[src/rtl/bpsk_pkg.sv]
// Shared constants, types and the bit-to-symbol mapper for the BPSK transmit path.
package bpsk_pkg;

    localparam int unsigned HAM_N = 12;
    localparam int unsigned BCH_N = 15;
    localparam int unsigned BIT_W = $clog2(BCH_N + 1);

    localparam logic [1:0] SYM_POS  = 2'b01;
    localparam logic [1:0] SYM_NEG  = 2'b11;
    localparam logic [1:0] SYM_IDLE = 2'b00;

    typedef enum logic {
        IDLE = 1'b0,
        SEND = 1'b1
    } state_t;

    // Codeword selected for transmission, already widened to the BCH length.
    typedef struct packed {
        logic [BCH_N-1:0] word;
        logic [BIT_W-1:0] len;
        logic             src;
    } frame_t;

    function automatic logic [1:0] bpsk_map(input logic b);
        return b ? SYM_NEG : SYM_POS;
    endfunction

endpackage

[src/rtl/bpsk_tx_scheduler_if.sv]
// Encoder-side handshakes and symbol-side outputs of the BPSK transmit scheduler.
interface bpsk_tx_scheduler_if;
    import bpsk_pkg::*;

    logic             ham_valid;
    logic [HAM_N-1:0] ham_data;
    logic             ham_ready;
    logic             bch_valid;
    logic [BCH_N-1:0] bch_data;
    logic             bch_ready;
    logic [1:0]       sym_out;
    logic             sym_valid;
    logic             sym_strobe;
    logic             sym_last;
    logic             src_id;
    logic             busy;

    modport master (
        output ham_valid, ham_data, bch_valid, bch_data,
        input  ham_ready, bch_ready, sym_out, sym_valid, sym_strobe, sym_last, src_id, busy
    );

    modport slave (
        input  ham_valid, ham_data, bch_valid, bch_data,
        output ham_ready, bch_ready, sym_out, sym_valid, sym_strobe, sym_last, src_id, busy
    );

endinterface

[src/rtl/rr_arb2.sv]
// Two-way round-robin arbiter; a lone request wins, a tie goes to the side not served last.
module rr_arb2 (
    input  logic       clk,
    input  logic       rst_n,
    input  logic [1:0] i_req,
    input  logic       i_update,
    output logic [1:0] o_grant
);

    logic r_prio;  // 0 favours requester 0, 1 favours requester 1

    always_comb begin
        o_grant = i_req;
        if (i_req == 2'b11) begin
            o_grant = r_prio ? 2'b10 : 2'b01;
        end
    end

    always_ff @(posedge clk or negedge rst_n) begin
        if (!rst_n) begin
            r_prio <= 1'b0;
        end else if (i_update) begin
            r_prio <= o_grant[0];
        end
    end

endmodule

[src/rtl/bpsk_tx_scheduler.sv]
// Round-robin scheduler that serialises Hamming/BCH codewords LSB-first into BPSK
// symbols, each held for SPS clocks.
module bpsk_tx_scheduler #(
    parameter int unsigned SPS = 4
) (
    input  logic                 clk,
    input  logic                 rst_n,
    bpsk_tx_scheduler_if.slave   bus
);
    import bpsk_pkg::*;

    localparam int unsigned      SMP_W    = (SPS > 1) ? $clog2(SPS) : 1;
    localparam logic [SMP_W-1:0] SMP_LAST = SMP_W'(SPS - 1);
    localparam logic [BIT_W-1:0] LEN_HAM  = BIT_W'(HAM_N);
    localparam logic [BIT_W-1:0] LEN_BCH  = BIT_W'(BCH_N);

    state_t           r_state;
    logic [BCH_N-2:0] r_shreg;     // bits still to send after the current symbol
    logic [BIT_W-1:0] r_len;
    logic [BIT_W-1:0] r_bit_cnt;
    logic [SMP_W-1:0] r_smp_cnt;
    logic             r_src;
    logic [1:0]       r_sym_out;
    logic             r_sym_valid;
    logic             r_sym_strobe;
    logic             r_sym_last;
    logic             r_busy;

    logic             w_idle;
    logic [1:0]       w_grant;
    logic             w_accept;
    frame_t           w_frame;

    // Ready is forced low while reset is asserted so no grant leaks out of reset.
    assign w_idle = (r_state == IDLE) && rst_n;

    rr_arb2 u_arb (
        .clk      (clk),
        .rst_n    (rst_n),
        .i_req    ({bus.bch_valid, bus.ham_valid}),
        .i_update (w_accept),
        .o_grant  (w_grant)
    );

    assign bus.ham_ready = w_idle & w_grant[0];
    assign bus.bch_ready = w_idle & w_grant[1];
    assign w_accept      = bus.ham_ready | bus.bch_ready;

    always_comb begin
        w_frame = '{word: BCH_N'(bus.ham_data), len: LEN_HAM, src: 1'b0};
        if (w_grant[1]) begin
            w_frame = '{word: bus.bch_data, len: LEN_BCH, src: 1'b1};
        end
    end

    always_ff @(posedge clk or negedge rst_n) begin
        if (!rst_n) begin
            r_state      <= IDLE;
            r_shreg      <= '0;
            r_len        <= '0;
            r_bit_cnt    <= '0;
            r_smp_cnt    <= '0;
            r_src        <= 1'b0;
            r_sym_out    <= SYM_IDLE;
            r_sym_valid  <= 1'b0;
            r_sym_strobe <= 1'b0;
            r_sym_last   <= 1'b0;
            r_busy       <= 1'b0;
        end else begin
            case (r_state)
                IDLE: begin
                    if (w_accept) begin
                        r_state      <= SEND;
                        r_shreg      <= w_frame.word[BCH_N-1:1];
                        r_len        <= w_frame.len;
                        r_src        <= w_frame.src;
                        r_bit_cnt    <= '0;
                        r_smp_cnt    <= '0;
                        r_sym_out    <= bpsk_map(w_frame.word[0]);
                        r_sym_valid  <= 1'b1;
                        r_sym_strobe <= 1'b1;
                        r_sym_last   <= 1'b0;
                        r_busy       <= 1'b1;
                    end
                end
                SEND: begin
                    if (r_smp_cnt != SMP_LAST) begin
                        r_smp_cnt    <= r_smp_cnt + SMP_W'(1);
                        r_sym_strobe <= 1'b0;
                    end else if (r_bit_cnt == r_len - BIT_W'(1)) begin
                        r_state      <= IDLE;
                        r_shreg      <= '0;
                        r_bit_cnt    <= '0;
                        r_smp_cnt    <= '0;
                        r_sym_out    <= SYM_IDLE;
                        r_sym_valid  <= 1'b0;
                        r_sym_strobe <= 1'b0;
                        r_sym_last   <= 1'b0;
                        r_busy       <= 1'b0;
                    end else begin
                        r_shreg      <= r_shreg >> 1;
                        r_bit_cnt    <= r_bit_cnt + BIT_W'(1);
                        r_smp_cnt    <= '0;
                        r_sym_out    <= bpsk_map(r_shreg[0]);
                        r_sym_strobe <= 1'b1;
                        r_sym_last   <= (r_bit_cnt + BIT_W'(1)) == (r_len - BIT_W'(1));
                    end
                end
                default: r_state <= IDLE;
            endcase
        end
    end

    assign bus.sym_out    = r_sym_out;
    assign bus.sym_valid  = r_sym_valid;
    assign bus.sym_strobe = r_sym_strobe;
    assign bus.sym_last   = r_sym_last;
    assign bus.src_id     = r_src;
    assign bus.busy       = r_busy;

endmodule

[src/flat_wrapper.sv]
// flat-port wrapper written by rule: the top's interface ports become plain ports
module bpsk_tx_scheduler_flat import bpsk_pkg::*;
#(
    parameter int unsigned SPS = 4
)
  (clk, rst_n, bus_ham_valid, bus_ham_data, bus_bch_valid, bus_bch_data, bus_ham_ready, bus_bch_ready, bus_sym_out, bus_sym_valid, bus_sym_strobe, bus_sym_last, bus_src_id, bus_busy);
  bpsk_tx_scheduler_if bus_i ();
  input  logic clk;
  input  logic rst_n;
  input wire logic [$bits(bus_i.ham_valid)-1:0] bus_ham_valid;
  input wire logic [$bits(bus_i.ham_data)-1:0] bus_ham_data;
  input wire logic [$bits(bus_i.bch_valid)-1:0] bus_bch_valid;
  input wire logic [$bits(bus_i.bch_data)-1:0] bus_bch_data;
  output wire logic [$bits(bus_i.ham_ready)-1:0] bus_ham_ready;
  output wire logic [$bits(bus_i.bch_ready)-1:0] bus_bch_ready;
  output wire logic [$bits(bus_i.sym_out)-1:0] bus_sym_out;
  output wire logic [$bits(bus_i.sym_valid)-1:0] bus_sym_valid;
  output wire logic [$bits(bus_i.sym_strobe)-1:0] bus_sym_strobe;
  output wire logic [$bits(bus_i.sym_last)-1:0] bus_sym_last;
  output wire logic [$bits(bus_i.src_id)-1:0] bus_src_id;
  output wire logic [$bits(bus_i.busy)-1:0] bus_busy;
  assign bus_i.ham_valid = bus_ham_valid;
  assign bus_i.ham_data = bus_ham_data;
  assign bus_i.bch_valid = bus_bch_valid;
  assign bus_i.bch_data = bus_bch_data;
  assign bus_ham_ready = bus_i.ham_ready;
  assign bus_bch_ready = bus_i.bch_ready;
  assign bus_sym_out = bus_i.sym_out;
  assign bus_sym_valid = bus_i.sym_valid;
  assign bus_sym_strobe = bus_i.sym_strobe;
  assign bus_sym_last = bus_i.sym_last;
  assign bus_src_id = bus_i.src_id;
  assign bus_busy = bus_i.busy;
  bpsk_tx_scheduler #(.SPS(SPS)) u_core (.clk(clk), .rst_n(rst_n), .bus(bus_i));
endmodule
[config.mk]
export PLATFORM = sky130hd
export DESIGN_NAME = bpsk_tx_scheduler_flat
export DESIGN_NICKNAME = d
export VERILOG_FILES = /design/src/rtl/bpsk_pkg.sv /design/src/rtl/bpsk_tx_scheduler_if.sv /design/src/rtl/rr_arb2.sv /design/src/rtl/bpsk_tx_scheduler.sv /design/src/flat_wrapper.sv
export SDC_FILE = /design/constraint.sdc
export NUM_CORES = 1
export LEC_CHECK = 0
export BUFFER_PORTS_ARGS = -buffer_cell sky130_fd_sc_hd__buf_2
export CORE_AREA = 2 2 86 47
export DETAILED_ROUTE_END_ITERATION = 8
export DIE_AREA = 0 0 88 49
export GPL_TIMING_DRIVEN = 1
export PLACE_DENSITY = 0.85
export SYNTH_ARGS = -nofsm -noshare
export SYNTH_HDL_FRONTEND = slang
export SYNTH_SLANG_ARGS = --single-unit
[constraint.sdc]
create_clock -name clk -period 1.7 [get_ports clk]
set_input_delay 0.17 -clock clk [delete_from_list [all_inputs] [get_ports clk]]
set_output_delay 0.17 -clock clk [all_outputs]
set_load 0.02 [all_outputs]
# Word level (Yosys, flattened, before mapping)
# Cells that the tools add are included.
[totals]
inputBits = 31
ff_bits = 32
wordCells = 63
[classes]
reduce_logical = 4
add_sub_neg = 3
eq_ne = 7
mux = 34
bitwise_logic = 4
[ops]
columns = ["op", "n"]
rows = [
  ["$mux W14", 2],
  ["$pmux W14 S2", 1],
  ["$mux W20", 1],
  ["$mux W2", 9],
  ["$mux W13", 1],
  ["$mux W4", 3],
  ["$mux W1", 10],
  ["$eq A4 B4 Y1", 2],
  ["$ne A2 B2 Y1 const B", 4],
  ["$pmux W1 S2", 4],
  ["$pmux W2 S2", 2],
  ["$pmux W4 S2", 1],
  ["$add A4 B1 Y4 const B", 1],
  ["$reduce_and A2 Y1", 2],
  ["$sub A4 B1 Y4 const B", 1],
  ["$reduce_and A3 Y1", 1],
  ["$add A2 B1 Y2 const B", 1],
  ["$and A1 B1 Y1", 2],
  ["$eq A2 B2 Y1 const B", 1],
  ["$logic_and A1 B1 Y1", 1],
  ["$not A1 Y1", 1],
  ["$or A1 B1 Y1", 1],
]

# Longest topological paths before layout
[depth]
word_depth = 6
mapped_depth = 7
mapped_depth_nobuf = 6

# Hierarchy
# From an unflattened synthesis, not the netlist that was laid out.
[unflattened]
hier_cells = 161
area_unflattened_um2 = 1569.0
[modules_own_cells]
columns = ["module", "cells_per_inst", "instances", "area_per_inst_um2", "seq_area_each_um2"]
rows = [
  ["bpsk_tx_scheduler", 156, 1, 1506.4, 700.7],
  ["rr_arb2", 5, 1, 62.6, 25.0],
]

# Worst setup path before layout
# OpenSTA, ideal clock, no wires.
[synth_path]
kind = "flip-flop to flip-flop"
from = "register u_core.r_len[1]"
to = "register u_core.r_sym_last (netlist: u_core.bus.sym_last)"
path_stages_with_launch = 6
t_arrival_ns = 1.638
setup_ns = 0.122
slack_ns = -0.059
cell_sequence = "dfrtp_1 -> ha_1 -> xnor2_1 -> a41oi_2 -> buf_6 -> a32o_1"
[synth_between]
elab_chain_cells = 5
[synth_rtl]
columns = ["item", "line", "rtl"]
rows = [
  ["from (decl)", "bpsk_tx_scheduler.sv:19", "logic [BIT_W-1:0] r_len;"],
  ["from (signal assigned)", "bpsk_tx_scheduler.sv:75", "r_len <= w_frame.len;"],
  ["$sub A4 B1 Y4 (*)", "bpsk_tx_scheduler.sv:90, bpsk_tx_scheduler.sv:106", ""],
  ["$eq A4 B4 Y1, on equally long branches", "bpsk_tx_scheduler.sv:106, bpsk_tx_scheduler.sv:90", ""],
  ["$mux W1 (*)", "bpsk_tx_scheduler.sv:90", "end else if (r_bit_cnt == r_len - BIT_W'(1)) begin"],
  ["$mux W1 (*)", "bpsk_tx_scheduler.sv:87", "if (r_smp_cnt != SMP_LAST) begin"],
  ["$pmux W1 S2 (*)", "bpsk_tx_scheduler.sv:70", "case (r_state)"],
  ["to (signal assigned)", "bpsk_tx_scheduler.sv:106", "r_sym_last <= (r_bit_cnt + BIT_W'(1)) == (r_len - BIT_W'(1));"],
  ["to (decl)", "bpsk_tx_scheduler.sv:26", "logic r_sym_last;"],
]
# Every way passes the cells marked *; elsewhere a longest branch is shown, timed or not. The select of a mux whose other input is x is not followed.
# A chain may end at the register's enable or synchronous reset.

# Final worst setup path
[layout_path]
from = "register u_core.r_len[2]"
to = "register u_core.r_shreg[4]"
[layout_between]
elab_chain_cells = 5
[layout_rtl]
columns = ["item", "line", "rtl"]
rows = [
  ["$sub A4 B1 Y4", "bpsk_tx_scheduler.sv:90", ""],
  ["$eq A4 B4 Y1", "bpsk_tx_scheduler.sv:90", ""],
  ["$mux W13", "bpsk_tx_scheduler.sv:90", ""],
  ["$mux W14", "bpsk_tx_scheduler.sv:87", ""],
  ["$pmux W14 S2", "bpsk_tx_scheduler.sv:70", ""],
  ["to (signal assigned)", "bpsk_tx_scheduler.sv:74", "r_shreg <= w_frame.word[BCH_N-1:1];"],
  ["to (signal assigned)", "bpsk_tx_scheduler.sv:101", "r_shreg <= r_shreg >> 1;"],
  ["to (decl)", "bpsk_tx_scheduler.sv:18", "logic [BCH_N-2:0] r_shreg;"],
]
# No other way between the ends. The select of a mux whose other input is x is not followed.

==> impl_metrics.json <==
{
  "first_iter_violations": 120,
  "finClkSkew_ps": 3.04,
  "grt_overflow_total": 0,
  "pin_count": 40,
  "synth_edf_count": 0,
  "crit_top_cell": "a21oi_1",
  "row_count": 16,
  "total_leakage_power_nw": 0.951,
  "start_kind": "register",
  "synth_area_leader_cell": "dfrtp_1",
  "fill_cells": 332,
  "clockBufferDepth": 2,
  "layoutNonFillerInstCount": 293,
  "min_path_type": "in -> reg",
  "cts_tree": "done",
  "diodes": 0,
  "yosys_warnings": 0,
  "synth_top_area_frac": 0.440,
  "whs_ps": 173,
  "ys_seq_elements": 29,
  "grt_pass1_vias": 1447,
  "vias": 1554,
  "coreArea_um2": 3620,
  "status": "complete, no violations",
  "chipHeight_um": 49,
  "period_share": 0.941,
  "power_density_nw_per_um2": 1590,
  "vdd_ir_drop_max_v": 0.000689,
  "dieWidth_um": 88,
  "required_ps": 1860,
  "grt_usage": 0.199,
  "cts-root-buf": "clkbuf_8",
  "grt_max_degree": 31,
  "avgSynthCellArea_um2": 8.60,
  "ys_seq_area_frac": 0.440,
  "syn-instance-count": 192,
  "hold_violations": 0,
  "routabilityCongestion": 0.816,
  "total_power_mw": 3.33,
  "io_buffers": 39,
  "placedCellCount": 283,
  "synth.area.top_cells": "dfrtp_1, a21oi_1, o21ai_0",
  "yosysUniqueCellTypes": 31,
  "routed_wirelength_mm": 4.09,
  "grt_pass1_wl_mm": 6.59,
  "clock-sinks": 29,
  "register_area_um2": 727,
  "cpMaxStageDelayCell": "dfrtp_1",
  "clock.fmax_mhz": 625,
  "drt.antenna.violating_nets": 0,
  "worst_pin_slew_ps": 700,
  "vias_per_cell": 5.30,
  "avgRoutedWirePerCell_um": 14.0,
  "multiInputGateArea_um2": 873,
  "dpl.hpwl_mm": 2.85,
  "clk_pin_slew_worst_paths_ps": 60,
  "path_cells": "inv_1, ha_4, xnor2_4, a41oi_2, buf_6, a21oi_1, a21oi_1",
  "drc": 0,
  "drt-pass1-iter-count": 4,
  "setup_violations": 0,
  "antenna_found_initial": 0,
  "slowest_delay_ps": 360,
  "syn_nets": 226,
  "die-area_um2": 4310,
  "critPathMaxFanout": 11,
  "syn-cell-area_um2": 1650,
  "drive_gt1_frac": 0.289,
  "crit_type": "reg -> reg",
  "syn_to_final_growth_pct": 27.1,
  "nNetsFinal": 272,
  "regToRegSetupSlack_ps": 100,
  "start_util": 0.455,
  "clock_latency_ps": 280,
  "cts_made_buffers": 5,
  "setup_tns_ps": 0,
  "slew_violations": 0,
  "crit_arrival_ps": 1760,
  "critPathTopFamily": "compound AO/OA/AOI/OAI gates",
  "finalCriticalPeriod_ps": 1600,
  "crit_buf_inv": 2,
  "cap_violations": 0,
  "synth-main-ff-cell": "dfrtp_1",
  "max_slew_margin": 0.533,
  "critPathCaptureType": "register",
  "async_flop_share": 1.00,
  "h-tree-depth": 2
}
[cells in the final DEF (no fill, tap or decap), drive strengths merged, types with 2 or more instances in the layout]
cell type  count
buf           53
dfrtp         29
a21oi         28
o21ai         25
nor2          20
nand2         17
and3          13
a21boi        13
clkbuf         7
nand4          4
nand3          4
inv            3
a31oi          3
xor2           3
ha             3
xnor2          2
[layer usage]
| layer | GRT usage | part of all wire | up-vias | wire length, um |
|---|---|---|---|---|
| met5 | 0 | 0 | - | 0 |
| met3 | 0.0711 | 0.083 | 4 | 340 |
| li1 | - | - | 773 | - |
| met2 | 0.266 | 0.43 | 59 | 1740 |
| met4 | 0.0641 | 0.0076 | 0 | 31 |
| met1 | 0.295 | 0.48 | 718 | 1980 |
[path summary, 6_finish.rpt]
kind | startpoint | to | depth (start not counted)
worst min-delay path | bus_bch_data[14] | u_core.r_shreg[13]$_DFFE_PN0P_ | 3
worst max register to register | u_core.r_len[2]$_DFFE_PN0P_ | u_core.r_shreg[4]$_DFFE_PN0P_ | 7
worst min register to register | u_core.r_shreg[13]$_DFFE_PN0P_ | u_core.r_shreg[13]$_DFFE_PN0P_ | 2
max in group asynchronous | rst_n | u_core.r_state$_DFF_PN0_ | 3
min in group asynchronous | rst_n | u_core.u_arb.r_prio$_DFFE_PN0P_ | 2
worst max-delay path | u_core.r_len[2]$_DFFE_PN0P_ | u_core.r_shreg[4]$_DFFE_PN0P_ | 7
[through the flow]
stage	cell area, um2	setup slack, ps	utilization
4_1_cts	2050	-0.738	0.567
6_report	2100	99.9	0.579
3_3_place_gp	1930	101	0.533
3_5_place_dp	1930	0.266	0.533
5_1_grt	2100	-41.0	0.579
2_1_floorplan	1660	5.19	-
[worst min-delay path, cell delays in order]
cell     delay (ps)
buf_2           100
nand4_1          70
o21ai_0          70
[state kept, by name, indices dropped and copies added (netlist names)]
signal	cells
u_core.bus.sym_last	1
u_core.r_len	2
u_core.bus.sym_strobe	1
u_core.r_smp_cnt	2
u_core.bus.busy	1
u_core.r_state	1
u_core.bus.sym_out	2
u_core.u_arb.r_prio	1
u_core.r_shreg	14
u_core.r_bit_cnt	4
[where the power goes]
part | internal [mW] | switching [mW]
clock | 0.365 | 0.259
sequential | 0.965 | 0.230
combinational | 0.677 | 0.836
[cells by family (layout without fill, tap and decap cells)]
group | count (synthesis) | after routing | synth area share
XOR/XNOR | 5 | 5 | 0.0265
adder cells (fa/ha/maj) | 3 | 3 | 0.0227
AO/OA/AOI/OAI | 74 | 74 | 0.270
flip-flops | 29 | 29 | 0.440
AND/OR/NAND/NOR | 62 | 62 | 0.176
multiplexers | 1 | 1 | 0.00607
buffers and inverters | 18 | 65 | 0.0591
[repair_timing]
action / CTS / global route
hold buffers: 1 / 0
pin swaps: 1 / 2
resized for setup: 1 / 8
buffers inserted: 1 / 0
endpoints found under the setup margin: 2 / 20
hold endpoints to repair: 17 / 0
[Yosys cell counts (2+ instances only)]
master / instances
o21ai_1: 2
dfrtp_1: 29
buf_6: 2
inv_1: 3
xor2_1: 3
clkbuf_1: 5
ha_1: 3
nand4_1: 4
nand3_1: 4
a21boi_0: 12
o21ai_0: 22
nand2_1: 17
buf_4: 2
nor2_1: 20
and3_1: 13
xnor2_1: 2
a21oi_1: 28
buf_2: 6
a31oi_1: 3
[layout make-up]
class	instances	area share
Sequential cell	29	0.346
Inverter	3	0.00537
Timing Repair Buffer	54	0.151
Clock inverter	1	0.00239
Clock buffer	7	0.0459
Tap cell	54	0.0322
Multi-Input combinational cell	145	0.416
No activity file was read; power rests on OpenSTA's default activity.
